File: src/rtl/uart_pkg.sv
`default_nettype none
// ============================================================================
// Module      : uart_pkg
// Description : Shared UART framing constants and frame-parser state encoding.
// Revision    : 1.0 - initial release
// ============================================================================
package uart_pkg;

    localparam logic [7:0] C_SOF_BYTE = 8'hA5;

    typedef enum logic [2:0] {
        ST_IDLE    = 3'd0,
        ST_LEN     = 3'd1,
        ST_PAYLOAD = 3'd2,
        ST_CHK     = 3'd3,
        ST_DRAIN   = 3'd4
    } frame_state_t;

endpackage
`default_nettype wire

File: src/rtl/uart_pkt_buf.sv
`default_nettype none
// ============================================================================
// Module      : uart_pkt_buf
// Description : DEPTH x 8 payload register file, one write port, one
//               registered read port (read data register is reset).
// Revision    : 1.0 - initial release
// ============================================================================
module uart_pkt_buf #(
    parameter int DEPTH = 16,
    parameter int AW    = (DEPTH > 1) ? $clog2(DEPTH) : 1
) (
    input  logic          clk,
    input  logic          rst,
    input  logic          wr_en,
    input  logic [AW-1:0] wr_addr,
    input  logic [7:0]    wr_data,
    input  logic          rd_en,
    input  logic [AW-1:0] rd_addr,
    output logic [7:0]    rd_data
);

    logic [7:0] r_mem [DEPTH];

    always_ff @(posedge clk) begin
        if (wr_en) begin
            r_mem[wr_addr] <= wr_data;
        end
    end

    always_ff @(posedge clk) begin
        if (rst) begin
            rd_data <= 8'h00;
        end else if (rd_en) begin
            rd_data <= r_mem[rd_addr];
        end
    end

endmodule
`default_nettype wire

File: src/rtl/uart_packet_parser.sv
`default_nettype none
// ============================================================================
// Module      : uart_packet_parser
// Description : Pops RX FIFO bytes, parses SOF/LEN/payload/CHK frames and
//               releases checksum-verified payloads on a valid/ready stream.
// Revision    : 1.0 - initial release
// ============================================================================
module uart_packet_parser
    import uart_pkg::*;
#(
    parameter logic [7:0] SOF_BYTE       = C_SOF_BYTE,
    parameter int         MAX_LEN        = 16,
    parameter int         TIMEOUT_CYCLES = 200000
) (
    input  logic       clk,
    input  logic       reset,
    input  logic       fifo_empty,
    input  logic [7:0] fifo_data,
    output logic       fifo_rd,
    output logic [7:0] out_data,
    output logic       out_valid,
    input  logic       out_ready,
    output logic       out_last,
    output logic       frame_ok,
    output logic       err_len,
    output logic       err_chk,
    output logic       err_timeout
);

    localparam int LW = $clog2(MAX_LEN + 1);
    localparam int AW = (MAX_LEN > 1) ? $clog2(MAX_LEN) : 1;
    localparam int GW = (TIMEOUT_CYCLES > 1) ? $clog2(TIMEOUT_CYCLES) : 1;
    localparam logic [8:0]    C_MAX_LEN9 = 9'(MAX_LEN);
    localparam logic [GW-1:0] C_GAP_MAX  = GW'(TIMEOUT_CYCLES - 1);

    frame_state_t  r_state;
    logic [LW-1:0] r_len;
    logic [LW-1:0] r_idx;
    logic [LW-1:0] r_rd_idx;
    logic [7:0]    r_chk;
    logic [GW-1:0] r_gap;
    logic          r_out_valid;
    logic          r_out_last;
    logic          r_frame_ok;
    logic          r_err_len;
    logic          r_err_chk;
    logic          r_err_timeout;

    logic          w_in_frame;
    logic          w_timeout;
    logic          w_len_bad;
    logic [LW-1:0] w_idx_nxt;
    logic [LW-1:0] w_rd_nxt;
    logic          w_buf_wr_en;
    logic          w_buf_rd_en;
    logic [AW-1:0] w_buf_rd_addr;
    logic [7:0]    w_buf_rd_data;

    // Reset gating keeps the FIFO untouched while the parser is held in reset.
    assign fifo_rd    = !reset && !fifo_empty && (r_state != ST_DRAIN);
    assign w_in_frame = (r_state == ST_LEN) || (r_state == ST_PAYLOAD) || (r_state == ST_CHK);
    assign w_timeout  = w_in_frame && !fifo_rd && (r_gap == C_GAP_MAX);
    assign w_len_bad  = (fifo_data == 8'h00) || ({1'b0, fifo_data} > C_MAX_LEN9);
    assign w_idx_nxt  = r_idx + LW'(1);
    assign w_rd_nxt   = r_rd_idx + LW'(1);
    assign w_buf_wr_en = fifo_rd && (r_state == ST_PAYLOAD);

    // Read address runs one entry ahead so out_data is ready with out_valid.
    always_comb begin
        w_buf_rd_en   = 1'b0;
        w_buf_rd_addr = '0;
        if ((r_state == ST_CHK) && fifo_rd && (fifo_data == r_chk)) begin
            w_buf_rd_en = 1'b1;
        end else if ((r_state == ST_DRAIN) && r_out_valid && out_ready && !r_out_last) begin
            w_buf_rd_en   = 1'b1;
            w_buf_rd_addr = w_rd_nxt[AW-1:0];
        end
    end

    uart_pkt_buf #(
        .DEPTH (MAX_LEN),
        .AW    (AW)
    ) u_buf (
        .clk     (clk),
        .rst     (reset),
        .wr_en   (w_buf_wr_en),
        .wr_addr (r_idx[AW-1:0]),
        .wr_data (fifo_data),
        .rd_en   (w_buf_rd_en),
        .rd_addr (w_buf_rd_addr),
        .rd_data (w_buf_rd_data)
    );

    always_ff @(posedge clk) begin
        if (reset) begin
            r_state       <= ST_IDLE;
            r_len         <= '0;
            r_idx         <= '0;
            r_rd_idx      <= '0;
            r_chk         <= 8'h00;
            r_gap         <= '0;
            r_out_valid   <= 1'b0;
            r_out_last    <= 1'b0;
            r_frame_ok    <= 1'b0;
            r_err_len     <= 1'b0;
            r_err_chk     <= 1'b0;
            r_err_timeout <= 1'b0;
        end else begin
            r_frame_ok    <= 1'b0;
            r_err_len     <= 1'b0;
            r_err_chk     <= 1'b0;
            r_err_timeout <= 1'b0;

            if (w_in_frame && !fifo_rd && (r_gap != C_GAP_MAX)) begin
                r_gap <= r_gap + GW'(1);
            end else begin
                r_gap <= '0;
            end

            if (w_timeout) begin
                r_err_timeout <= 1'b1;
                r_state       <= ST_IDLE;
            end else begin
                case (r_state)
                    ST_IDLE: begin
                        if (fifo_rd && (fifo_data == SOF_BYTE)) begin
                            r_state <= ST_LEN;
                        end
                    end
                    ST_LEN: begin
                        if (fifo_rd) begin
                            if (w_len_bad) begin
                                r_err_len <= 1'b1;
                                r_state   <= ST_IDLE;
                            end else begin
                                r_len   <= fifo_data[LW-1:0];
                                r_chk   <= fifo_data;
                                r_idx   <= '0;
                                r_state <= ST_PAYLOAD;
                            end
                        end
                    end
                    ST_PAYLOAD: begin
                        if (fifo_rd) begin
                            r_chk <= r_chk ^ fifo_data;
                            r_idx <= w_idx_nxt;
                            if (w_idx_nxt == r_len) begin
                                r_state <= ST_CHK;
                            end
                        end
                    end
                    ST_CHK: begin
                        if (fifo_rd) begin
                            if (fifo_data == r_chk) begin
                                r_frame_ok  <= 1'b1;
                                r_rd_idx    <= '0;
                                r_out_valid <= 1'b1;
                                r_out_last  <= (r_len == LW'(1));
                                r_state     <= ST_DRAIN;
                            end else begin
                                r_err_chk <= 1'b1;
                                r_state   <= ST_IDLE;
                            end
                        end
                    end
                    ST_DRAIN: begin
                        if (r_out_valid && out_ready) begin
                            if (r_out_last) begin
                                r_out_valid <= 1'b0;
                                r_out_last  <= 1'b0;
                                r_state     <= ST_IDLE;
                            end else begin
                                r_rd_idx   <= w_rd_nxt;
                                r_out_last <= (w_rd_nxt == (r_len - LW'(1)));
                            end
                        end
                    end
                    default: begin
                        r_state <= ST_IDLE;
                    end
                endcase
            end
        end
    end

    assign out_data    = w_buf_rd_data;
    assign out_valid   = r_out_valid;
    assign out_last    = r_out_last;
    assign frame_ok    = r_frame_ok;
    assign err_len     = r_err_len;
    assign err_chk     = r_err_chk;
    assign err_timeout = r_err_timeout;

endmodule
`default_nettype wire

File: config.mk
export PLATFORM = sky130hd
export DESIGN_NAME = uart_packet_parser
export DESIGN_NICKNAME = d
export VERILOG_FILES = /design/src/rtl/uart_pkg.sv /design/src/rtl/uart_pkt_buf.sv /design/src/rtl/uart_packet_parser.sv
export SDC_FILE = /design/constraint.sdc
export NUM_CORES = 1
export LEC_CHECK = 0
export CAP_MARGIN = 20
export CORE_MARGIN = 3
export CORE_UTILIZATION = 66
export CTS_BUF_LIST = sky130_fd_sc_hd__clkbuf_16
export DETAILED_ROUTE_END_ITERATION = 16
export PLACE_DENSITY = 0.85
export SYNTH_ARGS = -nofsm -noshare
export SYNTH_HDL_FRONTEND = slang
export SYNTH_SLANG_ARGS = --single-unit
File: constraint.sdc
create_clock -name clk -period 3.2 [get_ports clk]
set_input_delay 0.32 -clock clk [delete_from_list [all_inputs] [get_ports clk]]
set_output_delay 0.32 -clock clk [all_outputs]
set_load 0.005 [all_outputs]
After elaboration in Yosys (flattened, before gate mapping) --
Memory sizes are Yosys's and may differ from the RTL's. A register that Yosys moved wholly into a read port is not among the register bits. Index checks and enable logic that the tools add are counted.
Word-level totals: register bits 50, RAM bits 128, bits of input ports 12, output and inout bits 15, word-level logic and storage cells 124, memories kept 1
Operators by class: add/sub/neg operators 4, $lt $le $gt $ge 1, equal/unequal tests 22, mux-type cells 43, bitwise operators 7, reduce and logical (&&, ||, !) cells 34
Memory list:
- u_buf.r_mem | depth 16, bits a word 8, read ports 1, clocked after Yosys merged registers in 1, wr ports 1, RTL line uart_pkt_buf.sv:22 | logic [7:0] r_mem [DEPTH];
Operator list (count):
- $mux W5 | 7
- $mux W3 | 8
- $mux W8 | 3
- $pmux W5 S2 | 2
- $add A18 B1 Y18 const B | 1
- $eq A18 B18 Y1 const B | 1
- $ne A18 B18 Y1 const B | 1
- $mux W1 | 16
- $pmux W8 S2 | 1
- $pmux W3 S5 | 1
- $ne A2 B2 Y1 const B | 7
- $logic_and A1 B1 Y1 | 13
- $reduce_and A6 Y1 | 2
- $add A5 B1 Y5 const B | 2
- $eq A5 B5 Y1 | 2
- $reduce_and A5 Y1 | 2
- $eq A8 B8 Y1 | 1
- $eq A8 B8 Y1 const B | 1
- $gt A8 B5 Y1 const B | 1
- $logic_not A8 Y1 | 1
- $mux W4 | 2
- $reduce_or A4 Y1 | 2
- $xor A8 B8 Y8 | 1
- $reduce_and A7 Y1 | 1
- other kinds (16) | 32

Longest topological paths before layout --
depth after elaboration 8, gate-level depth with buffers 9, mapped depth without buffers 8

Cells and area by module --
Synthesis repeated with hierarchy kept, for this count alone.
Unflattened totals: cell total of the unflattened synthesis 661, area total of the unflattened synthesis 8161.6 um^2
By module, submodules not included:
- uart_pkt_buf | instances 1, cells each 316, area an instance 5343.9 um^2, seq. area each 4003.8 um^2
- uart_packet_parser | instances 1, cells each 345, area an instance 2817.7 um^2, seq. area each 1001.0 um^2

Worst setup path after synthesis --
Ideal clock, no wire load.
kind register to register, start register r_state[0], end memory u_buf.r_mem[7][0] (enable), library setup time 332 ps, arrival 1700 ps, data required time 2868 ps, path slack 1168 ps, stages on the path, launching flop included 8, path buffers 2, period minus slack after synthesis 2032 ps, cells stage by stage dfxtp_1 -> buf_2 -> and2b_1 -> nand2b_1 -> or2_1 -> clkbuf_1 -> nor3b_1 -> and2_1
On the way: longest elaborated chain between the ends 5, elaborated cells on any way between the ends 6, those cells by class 2 x eq/ne; 2 x mux; 2 x reduce/logical
Ends and longest elaborated chain:
- from (decl) | RTL line uart_packet_parser.sv:36 | frame_state_t r_state;
- from (signal assigned) | RTL line uart_packet_parser.sv:96 | r_state <= ST_IDLE;
- from (signal assigned) | RTL line uart_packet_parser.sv:122 | r_state <= ST_IDLE;
- from (signal assigned) | RTL line uart_packet_parser.sv:127 | r_state <= ST_LEN;
- $ne A3 B3 Y1 | RTL line uart_packet_parser.sv:60 | assign fifo_rd = !reset && !fifo_empty && (r_state != ST_DRAIN);
- $logic_and A1 B1 Y1 | RTL line uart_packet_parser.sv:60
- $logic_and A1 B1 Y1 * | RTL line uart_packet_parser.sv:66 | assign w_buf_wr_en = fifo_rd && (r_state == ST_PAYLOAD);
- $mux W1 * | RTL line uart_pkt_buf.sv:25 | if (wr_en) begin
- $mux W1 (not written as such) * | RTL line uart_pkt_buf.sv:26 | r_mem[wr_addr] <= wr_data;
- to (decl) | RTL line uart_pkt_buf.sv:22
Every way passes the cells marked *; elsewhere a longest branch is shown, timed or not.

Worst setup path after layout --
start register r_rd_idx[1], end register u_buf.rd_data[6], read port of u_buf.r_mem
On the way: longest elaborated chain between the ends 3
Ends and longest elaborated chain:
- from (decl) | RTL line uart_packet_parser.sv:39 | logic [LW-1:0] r_rd_idx;
- from (signal assigned) | RTL line uart_packet_parser.sv:173 | r_rd_idx <= w_rd_nxt;
- $add A5 B1 Y5 | RTL line uart_packet_parser.sv:65 | assign w_rd_nxt = r_rd_idx + LW'(1);
- $mux W4 | RTL line uart_packet_parser.sv:74 | end else if ((r_state == ST_DRAIN) && r_out_valid && out_ready && !r_out_last) begin
- $mux W4 | RTL line uart_packet_parser.sv:72 | if ((r_state == ST_CHK) && fifo_rd && (fifo_data == r_chk)) begin
- to (decl) | RTL line uart_pkt_buf.sv:19 | output logic [7:0] rd_data
Every way passes these cells. A chain may end at the register's enable or synchronous reset.

==> qor.csv <==
metric,value,unit
whs,0.488,ns
crit_type,reg -> reg,
finalSetupViolations,0,
io_buffers,26,
syn_avg_cell_area,11.4,um^2
overflow,0,
postSynthNetCount,761,
worstSkewPairLatency,0.44,ns
ant_nets,0,
start_kind,flip-flop,
worst_ep_arrival_time,3.32,ns
dpl.cell_count,910,
worst_path_max_delay_cell,xnor2_2,
hold_violations,0,
syn-cell-area,8430,um^2
leakagePower,3.04,nW
fin_cells,942,
synth_top_family_by_area,simple AND/OR/NAND/NOR gates,
cellPowerDensity,508,nW/um^2
synth-simple-area-share,17.3,%
worstReg2RegEnd,u_buf.rd_data[6]$_SDFFE_PP0P_,
cts_tree,done,
path_cells,ha_1 > xnor2_2 > buf_4 > nand2_1 > a32o_1 > a2bb2oi_1 > o221ai_1 > o22ai_1,
io_pins,27,
tns,0,ns
synth_mux_area_share,2.52,%
synth-seq-cells,186,
cts_sinks,186,
min_from,r_gap[0]$_SDFF_PP0_,
maxSlewViolCount,0,
rsz0062_at_grt,false,
outcome,completed,
cts_buffer_depth,2,
required,3.55,ns
async_reset_ff_share,0,%
synth-compound-area-share,11.9,%
groute.usage.overall,31.2,%
utilization,77.1,%
num_vias,6289,
synthAdderAreaFrac,1.19,%
numCtsBuffers,17,
layout_commonest_cell,edfxtp_1,
grt_max_degree,47,
yosysWarnings,0,
drive_gt1_share,10.1,%
initial_core_util,68.8,%
cts_root_buffer,clkbuf_16,
row_count,40,
r2r_start,r_rd_idx[1]$_SDFFE_PP0P_,
wl_per_cell,22.8,um
drt_iter0_drc,811,
worstSetupEndpointType,flip-flop,
syn-instance-count,741,
final_cell_mix,"edfxtp_1 (128), nand2_1 (81), dfxtp_1 (58)",
maxCapViolations,0,
dp_hpwl,13700,um
postCtsHoldBufs,0,
grt_pass1_vias,6009,
worstMarginPinSlew,1.09,ns
totalWireLength,21400,um
core,12300,um^2
ys_seq_area_share,59.3,%
antenna_found_initial,0,
max_freq,337,MHz
drc,0,
clk_pin_slew,0.07,ns
min_to,r_gap[0]$_SDFF_PP0_,
grt_pass1_wl,33700,um
finalNetCount,781,
vias_per_cell,6.68,
slowest_delay,0.86,ns
total_power,4.80,mW
ff2ff_path_depth,8,
cts_max_level,4,
fin_skew,0.00857,ns
crit_buf_inv,1,
gp_congestion,0.887,
holdCritPathClass,reg -> reg,
cts_setup_buffers,0,
synth-xor-area-share,4.73,%
cts.repair.resized,0,
synth_ff_type,edfxtp_1,
dr.pass1.iters,5,
ir_drop,0.385,mV
synth_cell_type_count,70,
diodes,0,
die_h,119,um
hold-path-cell-count,1,
fin_crit,2.97,ns
syn2layout_area_growth,12.0,%
cp_max_fo,18,
period_share,92.7,%
synth_edf_count,128,
dieArea,14200,um^2
critPathTopFamily,compound AO/OA/AOI/OAI gates,
fp.dieW,119,um
rrSetupSlack,0.23,ns
relSlewSlack,26.9,%
-- flip-flops by register name, summed over array words and instances, names as in the netlist --
name / count
err_timeout: 1
frame_ok: 1
err_len: 1
r_idx: 5
u_buf.r_mem: 128
r_gap: 18
out_last: 1
r_rd_idx: 5
err_chk: 1
u_buf.rd_data: 8
r_len: 5
r_state: 3
r_chk: 8
out_valid: 1
-- Yosys cell counts (3+ instances only) --
master,count,share of area [%]
o21a_1,3,0.27
a2bb2oi_1,3,0.31
o21ai_1,10,0.59
nand4_1,20,1.5
nor4_1,5,0.37
mux2i_1,10,1.2
nor2_1,53,2.4
a21o_1,3,0.27
xor2_1,14,1.5
o211ai_1,10,0.89
clkbuf_1,23,1.0
dfxtp_1,58,14
mux4_2,3,0.80
or2_2,3,0.22
o311ai_0,3,0.31
a31oi_1,13,0.96
and3_1,15,1.1
nor2b_1,15,1.1
inv_1,10,0.45
and2_1,14,1.0
edfxtp_1,128,46
o21ai_0,15,0.89
o22ai_1,10,0.74
xnor2_1,26,2.7
or3_1,3,0.22
buf_2,19,1.1
o32ai_1,3,0.31
a21oi_1,42,2.5
o41ai_1,8,0.83
nand2_1,81,3.6
ha_1,8,1.2
nor3_1,11,0.65
mux2_2,4,0.53
nand3_1,22,1.3
nor3b_1,4,0.36
a32oi_1,8,0.83
a32o_1,5,0.59
nand2b_1,10,0.74
o221ai_1,5,0.52
-- routing by layer --
layer  wire [um]  GRT usage (%)  vias to the layer above
li1            -              -                     2792
met1        8130           41.0                     3021
met2       10500           51.1                      414
met3        2040           5.41                       62
met4         821           14.0                        0
met5           0              0                        -
-- area by class of cell --
| type | count | area, um^2 |
|---|---|---|
| flip-flops and latches | 186 | 5000 |
| multi-input cells | 498 | 3170 |
| fillers | 760 | 2810 |
| clock buffers | 20 | 500 |
| repair buffers | 47 | 418 |
| well taps | 168 | 210 |
| clock inverters | 12 | 106 |
| inverters | 11 | 41.3 |
-- power breakdown --
group,internal [mW],switching (mW)
registers,2.56,0.0000754
clock network,1.22,0.917
logic,0.0305,0.0701
total,3.81,0.988
-- metrics by stage --
| stage | setup slack, ns | instance area (um^2) |
|---|---|---|
| floorplan | 1.17 | 8430 |
| global placement | 0.445 | 8840 |
| detailed placement | 0.330 | 8840 |
| CTS | 0.326 | 9450 |
| global route | 0.109 | 9450 |
| finish | 0.234 | 9450 |
-- kinds of logic after synthesis --
family | after synthesis
and+or+nand+nor | 280
DFF | 186
AOI/OAI and AO/OA | 150
buffers and inverters | 57
xor gates and xnor gates | 43
muxes | 17
adders and majority gates | 8
-- how the worst max path moves through the flow --
| stage | start | endpoint | slack, ns | cells after the start |
|---|---|---|---|---|
| 6_report | r_rd_idx[1]$_SDFFE_PP0P_ | u_buf.rd_data[6]$_SDFFE_PP0P_ | 0.23 | 8 |
| 5_1_grt | r_rd_idx[1]$_SDFFE_PP0P_ | u_buf.rd_data[6]$_SDFFE_PP0P_ | 0.11 | 8 |
| 4_1_cts | r_rd_idx[1]$_SDFFE_PP0P_ | u_buf.rd_data[6]$_SDFFE_PP0P_ | 0.33 | 8 |
| 3_5_place_dp | out_ready | u_buf.rd_data[3]$_SDFFE_PP0P_ | 0.33 | 7 |
| 3_3_place_gp | out_ready | u_buf.rd_data[3]$_SDFFE_PP0P_ | 0.44 | 7 |
| 2_1_floorplan | r_state[0]$_SDFFE_PP0P_ | u_buf.r_mem[7][0]$_DFFE_PP_ | 1.17 | 7 |
(Power assumes the default switching activity.)
